**src/rtl/nv_nvdla_sdp_x1_op_sched_pkg.sv**
```systemverilog
// Shared types and sizes for the SDP X1 operand scheduler.
package nv_nvdla_sdp_x1_op_sched_pkg;

  localparam int OP_DW = 16;
  localparam int DIM_W = 13;
  localparam int PD_W  = 32;

  typedef enum logic [1:0] {
    ST_IDLE = 2'd0,
    ST_RUN  = 2'd1,
    ST_DONE = 2'd2
  } sched_state_e;

  // A channel consumes operands only when sourced from the stream and not bypassed.
  function automatic logic chn_active(input logic src, input logic bypass);
    return src & ~bypass;
  endfunction

endpackage

```
**src/rtl/nv_nvdla_sdp_x1_op_sched_if.sv**
```systemverilog
// Operand stream in, per-channel ALU/MUL operand streams out.
interface nv_nvdla_sdp_x1_op_sched_if;
  import nv_nvdla_sdp_x1_op_sched_pkg::*;

  logic              op_in_pvld;
  logic              op_in_prdy;
  logic [PD_W-1:0]   op_in_pd;
  logic              chn_alu_op_pvld;
  logic              chn_alu_op_prdy;
  logic [OP_DW-1:0]  chn_alu_op;
  logic              chn_mul_op_pvld;
  logic              chn_mul_op_prdy;
  logic [OP_DW-1:0]  chn_mul_op;

  modport slave (
    input  op_in_pvld, op_in_pd, chn_alu_op_prdy, chn_mul_op_prdy,
    output op_in_prdy, chn_alu_op_pvld, chn_alu_op, chn_mul_op_pvld, chn_mul_op
  );

  modport master (
    output op_in_pvld, op_in_pd, chn_alu_op_prdy, chn_mul_op_prdy,
    input  op_in_prdy, chn_alu_op_pvld, chn_alu_op, chn_mul_op_pvld, chn_mul_op
  );

endinterface

```
**src/rtl/nv_nvdla_sdp_x1_op_slot.sv**
```systemverilog
// One operand slot: holds an operand and replays it for (width+1)*(height+1)
// handshakes using nested w/h counters.
module nv_nvdla_sdp_x1_op_slot
  import nv_nvdla_sdp_x1_op_sched_pkg::*;
(
  input  logic             clk,
  input  logic             rst,
  input  logic             load,
  input  logic [OP_DW-1:0] load_data,
  input  logic [DIM_W-1:0] cfg_width,
  input  logic [DIM_W-1:0] cfg_height,
  input  logic             op_prdy,
  output logic             full,
  output logic [OP_DW-1:0] op
);

  logic [DIM_W-1:0] w_cnt;
  logic [DIM_W-1:0] h_cnt;
  logic             hs;
  logic             last_w;
  logic             last_h;

  assign hs     = full & op_prdy;
  assign last_w = (w_cnt == cfg_width);
  assign last_h = (h_cnt == cfg_height);

  // Counters compare against the limit before incrementing, so w never overflows at 8191.
  always_ff @(posedge clk or posedge rst) begin
    if (rst) begin
      full  <= 1'b0;
      op    <= '0;
      w_cnt <= '0;
      h_cnt <= '0;
    end else if (load) begin
      full  <= 1'b1;
      op    <= load_data;
      w_cnt <= '0;
      h_cnt <= '0;
    end else if (hs) begin
      if (last_w) begin
        w_cnt <= '0;
        if (last_h) begin
          full  <= 1'b0;
          h_cnt <= '0;
        end else begin
          h_cnt <= h_cnt + DIM_W'(1);
        end
      end else begin
        w_cnt <= w_cnt + DIM_W'(1);
      end
    end
  end

endmodule

```
**src/rtl/nv_nvdla_sdp_x1_op_sched.sv**
```systemverilog
// SDP X1 operand scheduler: fetches one operand group per beat and replays it
// per channel. Optional stall counter under NVDLA_SDP_X1_OP_SCHED_PERF_EN.
module nv_nvdla_sdp_x1_op_sched
  import nv_nvdla_sdp_x1_op_sched_pkg::*;
(
  input  logic                        nvdla_core_clk,
  input  logic                        nvdla_core_rst,
  input  logic                        op_en,
  input  logic [DIM_W-1:0]            cfg_width,
  input  logic [DIM_W-1:0]            cfg_height,
  input  logic [DIM_W-1:0]            cfg_channel,
  input  logic                        cfg_alu_src,
  input  logic                        cfg_alu_bypass,
  input  logic                        cfg_mul_src,
  input  logic                        cfg_mul_bypass,
  nv_nvdla_sdp_x1_op_sched_if.slave   dp,
  output logic                        busy,
  output logic                        done,
  output logic [31:0]                 perf_stall_cnt
);

  sched_state_e     state, state_nxt;
  logic [DIM_W-1:0] width_r, height_r, channel_r;
  logic             alu_act_r, mul_act_r;
  logic [DIM_W:0]   group_cnt;
  logic             alu_full, mul_full;
  logic [OP_DW-1:0] alu_op, mul_op;
  logic             start, accept, in_prdy, fetch_left, slots_empty, any_act;

  assign start       = op_en & (state == ST_IDLE);
  assign any_act     = alu_act_r | mul_act_r;
  assign fetch_left  = (group_cnt <= {1'b0, channel_r});
  assign slots_empty = ~(alu_act_r & alu_full) & ~(mul_act_r & mul_full);
  assign in_prdy     = (state == ST_RUN) & any_act & fetch_left & slots_empty;
  assign accept      = dp.op_in_pvld & in_prdy;

  // State register.
  always_ff @(posedge nvdla_core_clk or posedge nvdla_core_rst) begin
    if (nvdla_core_rst) begin
      state <= ST_IDLE;
    end else begin
      state <= state_nxt;
    end
  end

  // Next state; a job with no active channel passes straight through RUN.
  always_comb begin
    state_nxt = state;
    case (state)
      ST_IDLE: begin
        if (op_en) state_nxt = ST_RUN;
        else       state_nxt = ST_IDLE;
      end
      ST_RUN: begin
        if (~any_act | (~fetch_left & slots_empty)) state_nxt = ST_DONE;
        else                                         state_nxt = ST_RUN;
      end
      ST_DONE: state_nxt = ST_IDLE;
      default: state_nxt = ST_IDLE;
    endcase
  end

  // Configuration latch and fetched-group counter; cfg only moves on a start in IDLE.
  always_ff @(posedge nvdla_core_clk or posedge nvdla_core_rst) begin
    if (nvdla_core_rst) begin
      width_r   <= '0;
      height_r  <= '0;
      channel_r <= '0;
      alu_act_r <= 1'b0;
      mul_act_r <= 1'b0;
      group_cnt <= '0;
    end else if (start) begin
      width_r   <= cfg_width;
      height_r  <= cfg_height;
      channel_r <= cfg_channel;
      alu_act_r <= chn_active(cfg_alu_src, cfg_alu_bypass);
      mul_act_r <= chn_active(cfg_mul_src, cfg_mul_bypass);
      group_cnt <= '0;
    end else if (accept) begin
      group_cnt <= group_cnt + (DIM_W+1)'(1);
    end
  end

  nv_nvdla_sdp_x1_op_slot u_alu_slot (
    .clk        (nvdla_core_clk),
    .rst        (nvdla_core_rst),
    .load       (accept & alu_act_r),
    .load_data  (dp.op_in_pd[OP_DW-1:0]),
    .cfg_width  (width_r),
    .cfg_height (height_r),
    .op_prdy    (dp.chn_alu_op_prdy),
    .full       (alu_full),
    .op         (alu_op)
  );

  nv_nvdla_sdp_x1_op_slot u_mul_slot (
    .clk        (nvdla_core_clk),
    .rst        (nvdla_core_rst),
    .load       (accept & mul_act_r),
    .load_data  (dp.op_in_pd[PD_W-1:OP_DW]),
    .cfg_width  (width_r),
    .cfg_height (height_r),
    .op_prdy    (dp.chn_mul_op_prdy),
    .full       (mul_full),
    .op         (mul_op)
  );

  // Slot registers keep stale data from earlier jobs, so inactive channels are forced to 0.
  assign dp.op_in_prdy      = in_prdy;
  assign dp.chn_alu_op_pvld = alu_full;
  assign dp.chn_alu_op      = alu_act_r ? alu_op : '0;
  assign dp.chn_mul_op_pvld = mul_full;
  assign dp.chn_mul_op      = mul_act_r ? mul_op : '0;
  assign busy               = (state != ST_IDLE);
  assign done               = (state == ST_DONE);

`ifdef NVDLA_SDP_X1_OP_SCHED_PERF_EN
  logic        stall;
  logic [31:0] stall_cnt;

  assign stall = (state == ST_RUN) & ((alu_act_r & ~alu_full) | (mul_act_r & ~mul_full));

  // Saturating stall counter, cleared when a new job starts.
  always_ff @(posedge nvdla_core_clk or posedge nvdla_core_rst) begin
    if (nvdla_core_rst) begin
      stall_cnt <= 32'd0;
    end else if (start) begin
      stall_cnt <= 32'd0;
    end else if (stall && (stall_cnt != 32'hFFFF_FFFF)) begin
      stall_cnt <= stall_cnt + 32'd1;
    end
  end

  assign perf_stall_cnt = stall_cnt;
`else
  assign perf_stall_cnt = 32'd0;
`endif

endmodule

```
**src/flat_wrapper.sv**
```systemverilog
// flat-port wrapper written by rule: the top's interface ports become plain ports
module nv_nvdla_sdp_x1_op_sched_flat import nv_nvdla_sdp_x1_op_sched_pkg::*;
  (nvdla_core_clk, nvdla_core_rst, op_en, cfg_width, cfg_height, cfg_channel, cfg_alu_src, cfg_alu_bypass, cfg_mul_src, cfg_mul_bypass, busy, done, perf_stall_cnt, dp_op_in_pvld, dp_op_in_pd, dp_chn_alu_op_prdy, dp_chn_mul_op_prdy, dp_op_in_prdy, dp_chn_alu_op_pvld, dp_chn_alu_op, dp_chn_mul_op_pvld, dp_chn_mul_op);
  nv_nvdla_sdp_x1_op_sched_if dp_i ();
  input  logic nvdla_core_clk;
  input  logic nvdla_core_rst;
  input  logic op_en;
  input  logic [DIM_W-1:0] cfg_width;
  input  logic [DIM_W-1:0] cfg_height;
  input  logic [DIM_W-1:0] cfg_channel;
  input  logic cfg_alu_src;
  input  logic cfg_alu_bypass;
  input  logic cfg_mul_src;
  input  logic cfg_mul_bypass;
  output logic busy;
  output logic done;
  output logic [31:0] perf_stall_cnt;
  input wire logic [$bits(dp_i.op_in_pvld)-1:0] dp_op_in_pvld;
  input wire logic [$bits(dp_i.op_in_pd)-1:0] dp_op_in_pd;
  input wire logic [$bits(dp_i.chn_alu_op_prdy)-1:0] dp_chn_alu_op_prdy;
  input wire logic [$bits(dp_i.chn_mul_op_prdy)-1:0] dp_chn_mul_op_prdy;
  output wire logic [$bits(dp_i.op_in_prdy)-1:0] dp_op_in_prdy;
  output wire logic [$bits(dp_i.chn_alu_op_pvld)-1:0] dp_chn_alu_op_pvld;
  output wire logic [$bits(dp_i.chn_alu_op)-1:0] dp_chn_alu_op;
  output wire logic [$bits(dp_i.chn_mul_op_pvld)-1:0] dp_chn_mul_op_pvld;
  output wire logic [$bits(dp_i.chn_mul_op)-1:0] dp_chn_mul_op;
  assign dp_i.op_in_pvld = dp_op_in_pvld;
  assign dp_i.op_in_pd = dp_op_in_pd;
  assign dp_i.chn_alu_op_prdy = dp_chn_alu_op_prdy;
  assign dp_i.chn_mul_op_prdy = dp_chn_mul_op_prdy;
  assign dp_op_in_prdy = dp_i.op_in_prdy;
  assign dp_chn_alu_op_pvld = dp_i.chn_alu_op_pvld;
  assign dp_chn_alu_op = dp_i.chn_alu_op;
  assign dp_chn_mul_op_pvld = dp_i.chn_mul_op_pvld;
  assign dp_chn_mul_op = dp_i.chn_mul_op;
  nv_nvdla_sdp_x1_op_sched u_core (.nvdla_core_clk(nvdla_core_clk), .nvdla_core_rst(nvdla_core_rst), .op_en(op_en), .cfg_width(cfg_width), .cfg_height(cfg_height), .cfg_channel(cfg_channel), .cfg_alu_src(cfg_alu_src), .cfg_alu_bypass(cfg_alu_bypass), .cfg_mul_src(cfg_mul_src), .cfg_mul_bypass(cfg_mul_bypass), .dp(dp_i), .busy(busy), .done(done), .perf_stall_cnt(perf_stall_cnt));
endmodule
```
**config.mk**
```make
export PLATFORM = sky130hd
export DESIGN_NAME = nv_nvdla_sdp_x1_op_sched_flat
export DESIGN_NICKNAME = d
export VERILOG_FILES = /design/src/rtl/nv_nvdla_sdp_x1_op_sched_pkg.sv /design/src/rtl/nv_nvdla_sdp_x1_op_sched_if.sv /design/src/rtl/nv_nvdla_sdp_x1_op_slot.sv /design/src/rtl/nv_nvdla_sdp_x1_op_sched.sv /design/src/flat_wrapper.sv
export SDC_FILE = /design/constraint.sdc
export NUM_CORES = 1
export LEC_CHECK = 0
export CORE_MARGIN = 5
export CORE_UTILIZATION = 55
export DETAILED_ROUTE_END_ITERATION = 12
export PLACE_DENSITY = 0.88
export SLEW_MARGIN = 20
export SYNTH_ARGS = -nofsm -noshare
export SYNTH_HDL_FRONTEND = slang
export SYNTH_HIERARCHICAL = 1
export SYNTH_SLANG_ARGS = --single-unit
```
**constraint.sdc**
```tcl
create_clock -name nvdla_core_clk -period 4.5 [get_ports nvdla_core_clk]
set_input_delay 0.675 -clock nvdla_core_clk [delete_from_list [all_inputs] [get_ports nvdla_core_clk]]
set_output_delay 0.675 -clock nvdla_core_clk [all_outputs]
set_load 0.005 [all_outputs]
```
; After elaboration in Yosys (flattened, before gate mapping)
; Index checks and enable logic that the tools add are counted.
[word_totals]
inputBits = 81
reg_bits = 143
out_inout_bits = 69
[op_classes]
reduce_logical = 13
magnitude_cmp = 1
n_eq_ne = 6
n_mux = 29
addsub = 5
n_bitwise = 23
[op_table]
columns = cell, n
row1 = $mux 13, 14
row2 = $add 13x1->13 const B, 4
row3 = $eq 13x13->1, 4
row4 = $mux 16, 2
row5 = $mux 14, 2
row6 = $reduce_bool 2->1, 8
row7 = $and 1x1->1, 15
row8 = $add 14x1->14 const B, 1
row9 = $le 14x13->1, 1
row10 = $mux 1, 9
row11 = $not 1->1, 6
row12 = $reduce_and 3->1, 2
row13 = $pmux 2 s2, 1
row14 = $reduce_and 2->1, 2
row15 = $eq 2x1->1 const B, 1
row16 = $eq 2x2->1 const B, 1
row17 = $logic_not 2->1, 1
row18 = $mux 2, 1
row19 = $or 1x1->1, 2

; Depth between registers and ports, before layout
; Gate-level depths: netlist of run 1.
[logic_depth]
depth_word = 8
mapped_depth = 13
mapped_depth_nobuf = 12

; By module
; Netlist of run 1, hierarchy kept.
[by_module_without_submodules]
columns = mod, n_inst, area_per_inst_um2, seq_area_each_um2, cells_each
row1 = nv_nvdla_sdp_x1_op_slot, 2, 2362.3, 1076.0, 234
row2 = nv_nvdla_sdp_x1_op_sched, 1, 3236.9, 1426.4, 377

; Worst setup path after synthesis of run 1
; Ideal clock, no wire load.
[synth_path]
path_type = register to register
startpoint = register u_core.group_cnt[12]
endpoint = register u_core.u_alu_slot.h_cnt[3]
n_path_buf = 3
required_ns = 4.405
path_stages_with_launch = 13
path_slack_ns = 1.679
period_less_slack_ns = 2.821
t_arrival_ns = 2.726
path_cell_list = dfrtp_1 -> ha_1 -> nand4b_4 -> or3_2 -> a31oi_1 -> a211o_1 -> buf_6 -> nor2_1 -> buf_2 -> nor2_1 -> nand3_4 -> buf_6 -> o31ai_1
[synth_between]
elab_chain_cells = 7
[synth_lines]
columns = item, line_no
row1 = "start, declared", nv_nvdla_sdp_x1_op_sched.sv:25  ; logic [DIM_W:0] group_cnt;
row2 = "start signal, assigned", nv_nvdla_sdp_x1_op_sched.sv:80  ; group_cnt <= group_cnt + (DIM_W+1)'(1);
row3 = $le 14x13->1 *, nv_nvdla_sdp_x1_op_sched.sv:32  ; assign fetch_left = (group_cnt <= {1'b0, channel_r});
row4 = $and 1x1->1 * (2 in series), nv_nvdla_sdp_x1_op_sched.sv:34  ; assign in_prdy = (state == ST_RUN) & any_act & fetch_left & slots_empty;
row5 = $and 1x1->1 *, nv_nvdla_sdp_x1_op_sched.sv:35  ; assign accept = dp.op_in_pvld & in_prdy;
row6 = $and 1x1->1 *, nv_nvdla_sdp_x1_op_sched.sv:87  ; .load (accept & alu_act_r),
row7 = $reduce_bool 2->1 (no source line), -
row8 = $reduce_and 2->1 (no source line), -
row9 = "end signal, assigned", nv_nvdla_sdp_x1_op_slot.sv:46  ; h_cnt <= h_cnt + DIM_W'(1);
row10 = "end, declared", nv_nvdla_sdp_x1_op_slot.sv:18  ; logic [DIM_W-1:0] h_cnt;
; Every way passes the cells marked *; elsewhere a longest branch is shown, timed or not.
; A chain may end at the register's enable or synchronous reset.

; Final worst setup path of run 1
[layout_path]
startpoint = register u_core.group_cnt[6]
endpoint = register u_core.u_mul_slot.w_cnt[12]
[layout_between]
elab_chain_cells = 6
[layout_lines]
columns = item, line_no
row1 = $le 14x13->1 *, nv_nvdla_sdp_x1_op_sched.sv:32
row2 = $and 1x1->1 * (2 in series), nv_nvdla_sdp_x1_op_sched.sv:34
row3 = $and 1x1->1 *, nv_nvdla_sdp_x1_op_sched.sv:35
row4 = $and 1x1->1 *, nv_nvdla_sdp_x1_op_sched.sv:99  ; .load (accept & mul_act_r),
row5 = $mux 13 / $reduce_bool 2->1 (equally long branches), -
row6 = "end signal, assigned", nv_nvdla_sdp_x1_op_slot.sv:49  ; w_cnt <= w_cnt + DIM_W'(1);
row7 = "end, declared", nv_nvdla_sdp_x1_op_slot.sv:17  ; logic [DIM_W-1:0] w_cnt;
; Marked as above.

==> results.py, run 1 <==
metrics = {
    "status": {
        "status": "complete, no violations",
    },
    "setup_path": {
        "start_kind": "flip-flop",
        "crit_type": "reg2reg",
        "r2r-start": "u_core/group_cnt[6]",
        "cp-end-kind": "flip-flop",
        "worstPathRequired_ns": 4.81,
        "crit_fanout": 17,
        "crit_arrival_ns": 3.95,
        "startpoint": "u_core/group_cnt[6]",
    },
    "place": {
        "dp_hpwl_um": 12700,
        "io_buffers": 117,
        "dpl_cell_area_mm2": 0.00913,
        "gp_congestion": 0.873,
    },
    "route": {
        "drt-total-wl_um": 18300,
        "antenna_left": 0,
        "firstDrtPassIters": 5,
        "drt_iter0_markers": 521,
        "viasPerCell": 5.52,
        "wire_per_inst_um": 15.9,
        "vias": 6351,
        "drc": 0,
    },
    "floorplan": {
        "ioPinCount": 150,
        "start_util_pct": 55.4,
        "core_mm2": 0.0144,
        "dieHeight_um": 130,
        "row_count": 44,
        "chipWidth_um": 130,
        "die-area_mm2": 0.0170,
    },
    "synthesis": {
        "synth.top_cells.by_count": "dfrtp_1 (143), nand2_1 (137), xnor2_1 (58)",
        "synth.area.top_cells": "dfrtp_1 (45%), nand2_1 (6.5%), xnor2_1 (6.4%)",
        "synth_top_area_share_pct": 44.9,
        "synthCells": 845,
        "yosysSeqAreaShare_pct": 44.9,
        "synth-seq-cells": 143,
        "syn_area_mm2": 0.00796,
        "synth_area_per_cell_um2": 9.42,
        "async_reset_ff_share_pct": 100,
        "yosysWarningCount": 6,
        "ys.flop_type": "dfrtp_1",
        "ys_types": 56,
        "synthMostInstantiatedCell": "dfrtp_1",
        "synth_top_area_cell": "dfrtp_1",
        "synth_edf_count": 0,
    },
    "timing": {
        "tns_ns": 0,
        "slew_headroom_pct": 25.0,
        "finalCritPeriodShare_pct": 80.9,
        "tightest_slew_ns": 1.12,
        "hold_viol": 0,
        "clock_skew_ns": 0.00669,
        "fmaxAchievable_ghz": 0.275,
        "period_needed_ns": 3.64,
        "slew_viol_final": 0,
        "rsz0062_at_grt": "no",
        "finalSetupViolCount": 0,
    },
    "layout": {
        "fillers": 1112,
        "drive_gt1_share_pct": 10.2,
        "areaGrowthSynthToFinish_pct": 21.4,
        "design_area_mm2": 0.00966,
        "fin_nets": 1054,
        "diodes": 0,
    },
    "clock_network": {
        "htreeDepth": 4,
        "ctsHoldBuffers": 0,
        "cts_tree": "yes",
        "clkLatencyLatePin_ns": 0.42,
        "clk_pin_slew_ns": 0.06,
        "clock_path_buffers": 2,
        "cts_buffers": 17,
        "cts.sinks": 143,
        "cts_root_buf": "clkbuf_16",
        "ctsResizeCount": 0,
        "post_cts.repair.setup_buffers": 0,
    },
    "power_and_ir_drop": {
        "p_switching_w": 0.00162,
        "swShare_pct": 33.9,
        "p_comb_share_pct": 31.0,
        "sequentialPowerShare_pct": 42.2,
        "power.internal_w": 0.00316,
        "pwr-share-clk_pct": 26.8,
        "powerDensity_mw_per_mm2": 494,
        "p_leak_nw": 4.23,
        "peakVddDrop_mv": 0.289,
    },
    "worst_hold_path": {
        "holdCritStartpoint": "u_core/channel_r[0]",
        "hp-class": "reg2reg",
    },
    "global_routing": {
        "grt_pass1_wl_um": 30300,
        "grt_start_max_net_pins": 44,
        "grt_antenna_before_repair": 0,
        "first_global_vias": 6298,
        "gr-usage-all-layers_pct": 22.3,
        "grt-ovfl-total": 0,
    },
    "job": {
        "maxCapViolCount": 0,
    },
}
## layout make-up
type | count | area (um^2) | area share, %
timing repair buffer | 126 | 1240 | 12.8
clock inverter | 12 | 97.6 | 1.01
clock buffer | 19 | 433 | 4.48
inverter | 32 | 120 | 1.24
sequential | 143 | 3580 | 37.0
tap | 184 | 230 | 2.38
multi-input combinational | 635 | 3960 | 41.0
## layer usage
| metal | wire length [um] | up-vias | GRT usage (%) |
|---|---|---|---|
| met3 | 990 | 43 | 5.77 |
| li1 | - | 3049 | - |
| met4 | 470 | 0 | 9.29 |
| met1 | 7890 | 3062 | 28.9 |
| met2 | 8900 | 197 | 35.8 |
| met5 | 0 | - | 0 |
## kinds of logic (layout without fill, tap and decap cells)
group,Yosys count,in the layout,share of synthesized area [%]
AO/OA/AOI/OAI,131,131,10.1
XOR/XNOR,64,64,7.04
adder cells (fa/ha/maj),18,18,2.83
buffers and inverters,98,189,6.80
flip-flops,143,143,44.9
multiplexers,37,37,5.20
other,1,32,0.0471
AND/OR/NAND/NOR,353,353,23.1
## power by group through the flow
stage | combinational, W | sequential, W | clock, W
after floorplan | 0.00112 | 0.00189 | 0
after global placement | 0.00143 | 0.00202 | 0
after detailed placement | 0.00148 | 0.00203 | 0
after CTS | 0.00149 | 0.00202 | 0.00131
after global routing | 0.00166 | 0.00207 | 0.00137
final | 0.00148 | 0.00202 | 0.00128
## sequential cells by signal (all words and copies together) (netlist names), 2 cells and up
signal	count
u_core/width_r	13
u_core/u_mul_slot/w_cnt	13
u_core/u_alu_slot/w_cnt	13
u_core/height_r	13
u_core/group_cnt	14
u_core/u_mul_slot/op	16
u_core/u_alu_slot/h_cnt	13
u_core/channel_r	13
u_core/state	2
u_core/u_alu_slot/op	16
u_core/u_mul_slot/h_cnt	13
## metrics by stage
stage | util [%] | worst slack [ns] | instances | hold slack, ns | power [W]
2_1_floorplan | - | 1.68 | 876 | 0.452 | 0.00301
3_3_place_gp | 63.5 | 1.06 | 1120 | 0.470 | 0.00344
3_5_place_dp | 63.5 | 0.940 | 1120 | 0.484 | 0.00351
4_1_cts | 67.2 | 0.883 | 1151 | 0.498 | 0.00482
5_1_grt | 67.2 | 0.538 | 1151 | 0.515 | 0.00509
6_report | 67.2 | 0.861 | 1151 | 0.496 | 0.00478
## critical path, cell delays in order, from the launching register on
cell     delay (ns)
dfrtp_1        0.48
ha_1           0.34
nand4_1        0.17
nor4_4         0.33
nor3_2         0.09
a211o_1        0.48
nor2_2         0.59
nor2_1         0.17
nor3_1         0.47
nand4_1        0.17
xor2_1         0.17
nor2_1         0.05
## worst paths after layout
kind / cells after the start / end / slack, ns
worst max-delay path: 11 / u_core/u_mul_slot/w_cnt[12] / 0.86
worst min-delay path: 2 / u_core/channel_r[0] / 0.50
worst max register to register: 11 / u_core/u_mul_slot/w_cnt[12] / 0.86
worst min register to register: 2 / u_core/channel_r[0] / 0.50
max in group asynchronous: 3 / u_core/channel_r[5] / 2.86
min in group asynchronous: 3 / u_core/u_mul_slot/w_cnt[12] / 0.80
## placed cells by master (no fill, tap or decap), types with 5 or more instances in the layout
cell type and count:
dfrtp_1 143, nand2_1 137, clkdlybuf4s50_1 117, xnor2_1 58, o21ai_0 57, nor2_1 44, mux2_2 35, and2_1 34
conb_1 32, inv_1 29, a21oi_1 29, nand3_1 27, nor3_1 19, nand4_1 18, and3_1 18, ha_1 18
clkbuf_16 17, o31ai_1 13, nand2b_1 9, nor3b_1 9, buf_4 9, clkinv_2 6, xor2_1 6, clkinvlp_4 5
No activity file was read; power rests on OpenSTA's default activity.
==> run 2: changes to the inputs <==
--- a/config.mk
+++ b/config.mk
@@ -6,9 +6,9 @@
 export NUM_CORES = 1
 export LEC_CHECK = 0
 export CORE_MARGIN = 5
-export CORE_UTILIZATION = 55
+export CORE_UTILIZATION = 53
 export DETAILED_ROUTE_END_ITERATION = 12
-export PLACE_DENSITY = 0.88
+export PLACE_DENSITY = 0.85
 export SLEW_MARGIN = 20
 export SYNTH_ARGS = -nofsm -noshare
 export SYNTH_HDL_FRONTEND = slang
==> constraint.sdc (replaced) <==
create_clock -name nvdla_core_clk -period 3.7 [get_ports nvdla_core_clk]
set_input_delay 0.555 -clock nvdla_core_clk [delete_from_list [all_inputs] [get_ports nvdla_core_clk]]
set_output_delay 0.555 -clock nvdla_core_clk [all_outputs]
set_load 0.005 [all_outputs]
==> results.py, run 2 (synthesis results as in run 1) <==
metrics = {
    "status": {
        "status": "complete, no violations",
    },
    "setup_path": {
        "reg2regPathDepth": 9,
        "crit_arrival_ns": 2.81,
        "startpoint": "u_core/group_cnt[11]",
        "critPathTopFamily": "simple AND/OR/NAND/NOR gates",
        "endpoint": "dp_op_in_prdy",
        "cp.depth": 7,
        "cp-end-kind": "output pin",
        "r2r_end": "u_core/u_mul_slot/h_cnt[11]",
        "slowest_stage": "or3_2",
        "crit_fanout": 5,
        "crit_chain": "ha_1 > nand4b_4 > or3_2 > a31oi_1 > a21o_2 > nor2b_1 > clkdlybuf4s50_1",
        "worstPathRequired_ns": 3.14,
        "r2r-start": "u_core/group_cnt[11]",
        "slowest_delay_ns": 0.49,
        "r2r_setup_slack_ns": 0.41,
        "crit_type": "reg2out",
        "critPathBufInv": 1,
        "start_kind": "flip-flop",
    },
    "clock_network": {
        "cts_tree": "yes",
        "cts_root_buf": "clkbuf_16",
        "htreeDepth": 4,
        "cts.sinks": 143,
        "cts_buffers": 17,
        "ctsHoldBuffers": 0,
        "clkLatencyLatePin_ns": 0.42,
        "clock_path_buffers": 2,
        "clk_pin_slew_ns": 0.06,
        "ctsResizeCount": 0,
        "post_cts.repair.setup_buffers": 0,
    },
    "global_routing": {
        "grt_pass1_wl_um": 31300,
        "grt_antenna_before_repair": 0,
        "gr-usage-all-layers_pct": 21.8,
        "first_global_vias": 6371,
        "grt-ovfl-total": 0,
        "grt_start_max_net_pins": 47,
    },
    "layout": {
        "fillers": 1146,
        "layout_commonest_cell": "dfrtp_1",
        "areaGrowthSynthToFinish_pct": 23.1,
        "drive_gt1_share_pct": 11.1,
        "fin_nets": 1061,
        "final_cell_mix": "dfrtp_1 (143), nand2_1 (137), clkdlybuf4s50_1 (117), xnor2_1 (58), o21ai_0 (57)",
        "postLayoutCoreUtil_pct": 66.9,
        "diodes": 0,
        "largestRegisters": "u_core/u_alu_slot/op x16, u_core/u_mul_slot/op x16, u_core/group_cnt x14",
        "instances_no_fill": 1158,
    },
    "floorplan": {
        "die-area_mm2": 0.0176,
        "row_count": 44,
        "start_util_pct": 54.4,
        "core_mm2": 0.0146,
        "chipWidth_um": 133,
        "ioPinCount": 150,
        "dieHeight_um": 133,
    },
    "timing": {
        "finalCritPeriodShare_pct": 90.9,
        "tns_ns": 0,
        "tightest_slew_ns": 0.816,
        "rsz0062_at_grt": "no",
        "worst_slack_ns": 0.336,
        "hold_viol": 0,
        "slew_headroom_pct": 45.2,
        "clock_skew_ns": 0.0103,
        "slew_viol_final": 0,
        "fmaxAchievable_ghz": 0.297,
        "finalSetupViolCount": 0,
        "period_needed_ns": 3.36,
        "hold_ws_ns": 0.498,
    },
    "job": {
        "maxCapViolCount": 0,
    },
    "power_and_ir_drop": {
        "peakVddDrop_mv": 0.557,
        "p_switching_w": 0.00199,
        "power.internal_w": 0.00407,
        "sequentialPowerShare_pct": 40.3,
        "p_leak_nw": 4.31,
        "swShare_pct": 32.8,
        "p_comb_share_pct": 30.4,
        "powerDensity_mw_per_mm2": 618,
        "pwr-share-clk_pct": 29.3,
    },
    "worst_hold_path": {
        "hp-class": "reg2reg",
    },
    "route": {
        "wire_per_inst_um": 16.1,
        "drt-total-wl_um": 18600,
        "firstDrtPassIters": 5,
        "drc": 0,
        "viasPerCell": 5.50,
        "antenna_left": 0,
        "drt_iter0_markers": 453,
        "vias": 6367,
    },
    "place": {
        "gp_congestion": 0.883,
        "place_inst": 1127,
        "dp_hpwl_um": 13400,
        "dpl_worst_slack_ns": 0.440,
        "io_buffers": 117,
    },
}
==> run 2: routing by layer <==
metal  GRT usage (%)  vias up  part of all wire (%)
li1                -     3062                     -
met1            27.5     3098                    42
met2            36.4      184                    50
met3            5.81       23                   5.7
met4            7.27        0                   1.7
met5               0        -                     0
==> run 2: worst min-delay path by stage <==
stage / from / to / depth (start not counted)
final: u_core/u_alu_slot/op[3] / u_core/u_alu_slot/op[3] / 1
after global routing: u_core/u_mul_slot/op[4] / u_core/u_mul_slot/op[4] / 1
after CTS: u_core/u_alu_slot/op[3] / u_core/u_alu_slot/op[3] / 1
after detailed placement: u_core/u_alu_slot/op[3] / u_core/u_alu_slot/op[3] / 1
after global placement: u_core/u_alu_slot/op[11] / u_core/u_alu_slot/op[11] / 1
after floorplan: u_core/channel_r[0] / u_core/channel_r[0] / 2
==> run 2: power by group through the flow <==
stage               registers (W)  clock network (W)  logic (W)
floorplan                 0.00230                  0    0.00136
global placement          0.00244                  0    0.00178
detailed placement        0.00246                  0    0.00184
CTS                       0.00244            0.00180    0.00186
global route              0.00250            0.00187    0.00205
finish                    0.00244            0.00177    0.00184
==> run 2: area by class of cell <==
type                            count  area (um^2)  share of cell area (%)
Multi-Input combinational cell    635         3960                    40.4
Sequential cell                   143         3580                    36.5
Timing Repair Buffer              133         1290                    13.2
Clock buffer                       21          480                    4.90
Tap cell                          184          230                    2.35
Clock inverter                     10          135                    1.38
Inverter                           32          121                    1.24
==> run 2: worst reg2reg max path, cell delays in order, from the launching register on <==
cell	delay, ns
dfrtp_1	0.42
ha_1	0.36
nand4b_4	0.14
or3_2	0.49
a31oi_1	0.30
a211o_1	0.39
nor2_2	0.15
nor2_1	0.30
nand3_4	0.21
o41ai_1	0.42
==> run 2: through the flow <==
step | power (W) | instance area, um^2
floorplan | 0.00366 | 8080
global placement | 0.00422 | 9180
detailed placement | 0.00430 | 9180
CTS | 0.00611 | 9800
global route | 0.00643 | 9800
finish | 0.00606 | 9800
==> run 3: changes to the inputs <==
--- a/config.mk
+++ b/config.mk
@@ -8,9 +8,11 @@
 export CORE_MARGIN = 5
 export CORE_UTILIZATION = 53
 export DETAILED_ROUTE_END_ITERATION = 12
+export MAX_ROUTING_LAYER = met4
 export PLACE_DENSITY = 0.85
 export SLEW_MARGIN = 20
 export SYNTH_ARGS = -nofsm -noshare
 export SYNTH_HDL_FRONTEND = slang
 export SYNTH_HIERARCHICAL = 1
 export SYNTH_SLANG_ARGS = --single-unit
+export TNS_END_PERCENT = 1
==> constraint.sdc (replaced) <==
create_clock -name nvdla_core_clk -period 3.7 [get_ports nvdla_core_clk]
set_input_delay 0.37 -clock nvdla_core_clk [delete_from_list [all_inputs] [get_ports nvdla_core_clk]]
set_output_delay 0.37 -clock nvdla_core_clk [all_outputs]
set_load 0.005 [all_outputs]
==> results.py, run 3 (synthesis results as in run 1) <==
metrics = {
    "global_routing": {
        "grt_start_max_net_pins": 44,
        "first_global_vias": 6518,
        "grt-ovfl-total": 0,
        "grt_pass1_wl_um": 31800,
        "grt_antenna_before_repair": 0,
        "gr-usage-all-layers_pct": 22.6,
    },
    "setup_path": {
        "cp.depth": 10,
        "r2r_setup_slack_ns": 0.35,
        "critPathBufInv": 1,
        "worstPathRequired_ns": 4.01,
        "crit_chain": "ha_1 > nand4b_4 > or3_2 > a31oi_1 > a211o_1 > nor2_2 > buf_4 > nor2_1 > nand3_4 > o41ai_1",
        "crit_arrival_ns": 3.66,
        "cp-end-kind": "flip-flop",
        "slowest_delay_ns": 0.49,
        "critPathTopFamily": "simple AND/OR/NAND/NOR gates",
        "crit_type": "reg2reg",
        "endpoint": "u_core/u_mul_slot/h_cnt[11]",
        "crit_fanout": 20,
        "r2r-start": "u_core/group_cnt[12]",
        "start_kind": "flip-flop",
        "startpoint": "u_core/group_cnt[12]",
        "slowest_stage": "or3_2",
        "r2r_end": "u_core/u_mul_slot/h_cnt[11]",
        "reg2regPathDepth": 10,
    },
    "layout": {
        "fin_nets": 1061,
        "areaGrowthSynthToFinish_pct": 23.7,
        "layout_commonest_cell": "dfrtp_1",
        "diodes": 0,
        "drive_gt1_share_pct": 11.1,
        "postLayoutCoreUtil_pct": 67.3,
        "largestRegisters": "u_core/u_alu_slot/op x16, u_core/u_mul_slot/op x16, u_core/group_cnt x14",
        "design_area_mm2": 0.00985,
        "final_cell_mix": "dfrtp_1 (143), nand2_1 (137), clkdlybuf4s50_1 (117), xnor2_1 (58), o21ai_0 (57)",
    },
    "clock_network": {
        "htreeDepth": 4,
        "cts_tree": "yes",
        "ctsHoldBuffers": 0,
        "clock_path_buffers": 2,
        "clkLatencyLatePin_ns": 0.42,
        "clk_pin_slew_ns": 0.06,
        "cts_root_buf": "clkbuf_16",
        "cts.sinks": 143,
        "ctsResizeCount": 0,
        "cts_buffers": 17,
        "post_cts.repair.setup_buffers": 0,
    },
    "route": {
        "firstDrtPassIters": 7,
        "drt_iter0_markers": 510,
        "antenna_left": 0,
        "wire_per_inst_um": 16.2,
        "drt-total-wl_um": 18700,
        "vias": 6359,
        "viasPerCell": 5.49,
        "drc": 0,
    },
    "worst_hold_path": {
        "hp-class": "in2async",
    },
    "timing": {
        "finalSetupViolCount": 0,
        "hold_viol": 0,
        "finalCritPeriodShare_pct": 90.6,
        "clock_skew_ns": 0.00786,
        "tightest_slew_ns": 0.855,
        "tns_ns": 0,
        "slew_viol_final": 0,
        "hold_ws_ns": 0.488,
        "fmaxAchievable_ghz": 0.298,
        "slew_headroom_pct": 42.9,
        "rsz0062_at_grt": "no",
        "period_needed_ns": 3.35,
    },
    "place": {
        "gp_congestion": 0.898,
        "io_buffers": 117,
        "dpl_cell_area_mm2": 0.00918,
        "dp_hpwl_um": 13100,
    },
    "floorplan": {
        "row_count": 44,
        "dieHeight_um": 133,
        "die-area_mm2": 0.0176,
        "ioPinCount": 150,
        "chipWidth_um": 133,
        "start_util_pct": 54.4,
        "core_mm2": 0.0146,
    },
    "power_and_ir_drop": {
        "p_comb_share_pct": 29.5,
        "p_switching_w": 0.00199,
        "power.internal_w": 0.00421,
        "powerDensity_mw_per_mm2": 629,
        "pwr-share-clk_pct": 30.9,
        "swShare_pct": 32.1,
        "sequentialPowerShare_pct": 39.6,
        "peakVddDrop_mv": 0.410,
        "p_leak_nw": 4.34,
    },
    "job": {
        "maxCapViolCount": 0,
    },
    "status": {
        "status": "complete, no violations",
    },
}
==> run 3: worst min path at each step <==
| stage | end | cells past startpoint |
|---|---|---|
| floorplan | u_core/channel_r[0] | 2 |
| global placement | u_core/u_alu_slot/op[11] | 1 |
| detailed placement | u_core/u_mul_slot/op[5] | 1 |
| CTS | u_core/width_r[3] | 3 |
| global route | u_core/height_r[1] | 3 |
| finish | u_core/u_mul_slot/w_cnt[4] | 3 |
==> run 3: power by group through the flow <==
stage / Clock [W] / Sequential, W / Combinational [W]
finish: 0.00191 / 0.00245 / 0.00183
global route: 0.00203 / 0.00252 / 0.00204
CTS: 0.00194 / 0.00246 / 0.00184
detailed placement: 0 / 0.00247 / 0.00181
global placement: 0 / 0.00245 / 0.00175
floorplan: 0 / 0.00230 / 0.00136
==> run 3: cell type report <==
cell class	count	area [um^2]
fill	1122	4790
multi-input combinational	635	3960
sequential	143	3580
timing repair buffer	133	1290
clock buffer	22	484
tap	184	230
clock inverter	10	181
inverter	32	120
==> run 3: per-layer routing <==
layer	GRT usage, %	wire, um
met5	-	0
met4	6.41	349
met3	5.66	1060
met2	37.3	9270
met1	27.7	8050
==> run 3: through the flow <==
| stage | total power [W] | setup WS, ns | std cells |
|---|---|---|---|
| after global placement | 0.00420 | 0.459 | 1127 |
| after global routing | 0.00659 | 0.122 | 1159 |
| after detailed placement | 0.00429 | 0.344 | 1127 |
| final | 0.00619 | 0.348 | 1159 |
| after floorplan | 0.00366 | 0.879 | 876 |
| after CTS | 0.00624 | 0.344 | 1159 |
==> run 3: worst reg2reg max path: cells and delay by family (launching register included) <==
family | cells | cell delay [ns]
AOI/OAI and AO/OA | 3 | 1.04
adders and majority gates | 1 | 0.37
buffers and inverters | 1 | 0.23
DFF | 1 | 0.41
and+or+nand+nor | 5 | 1.19
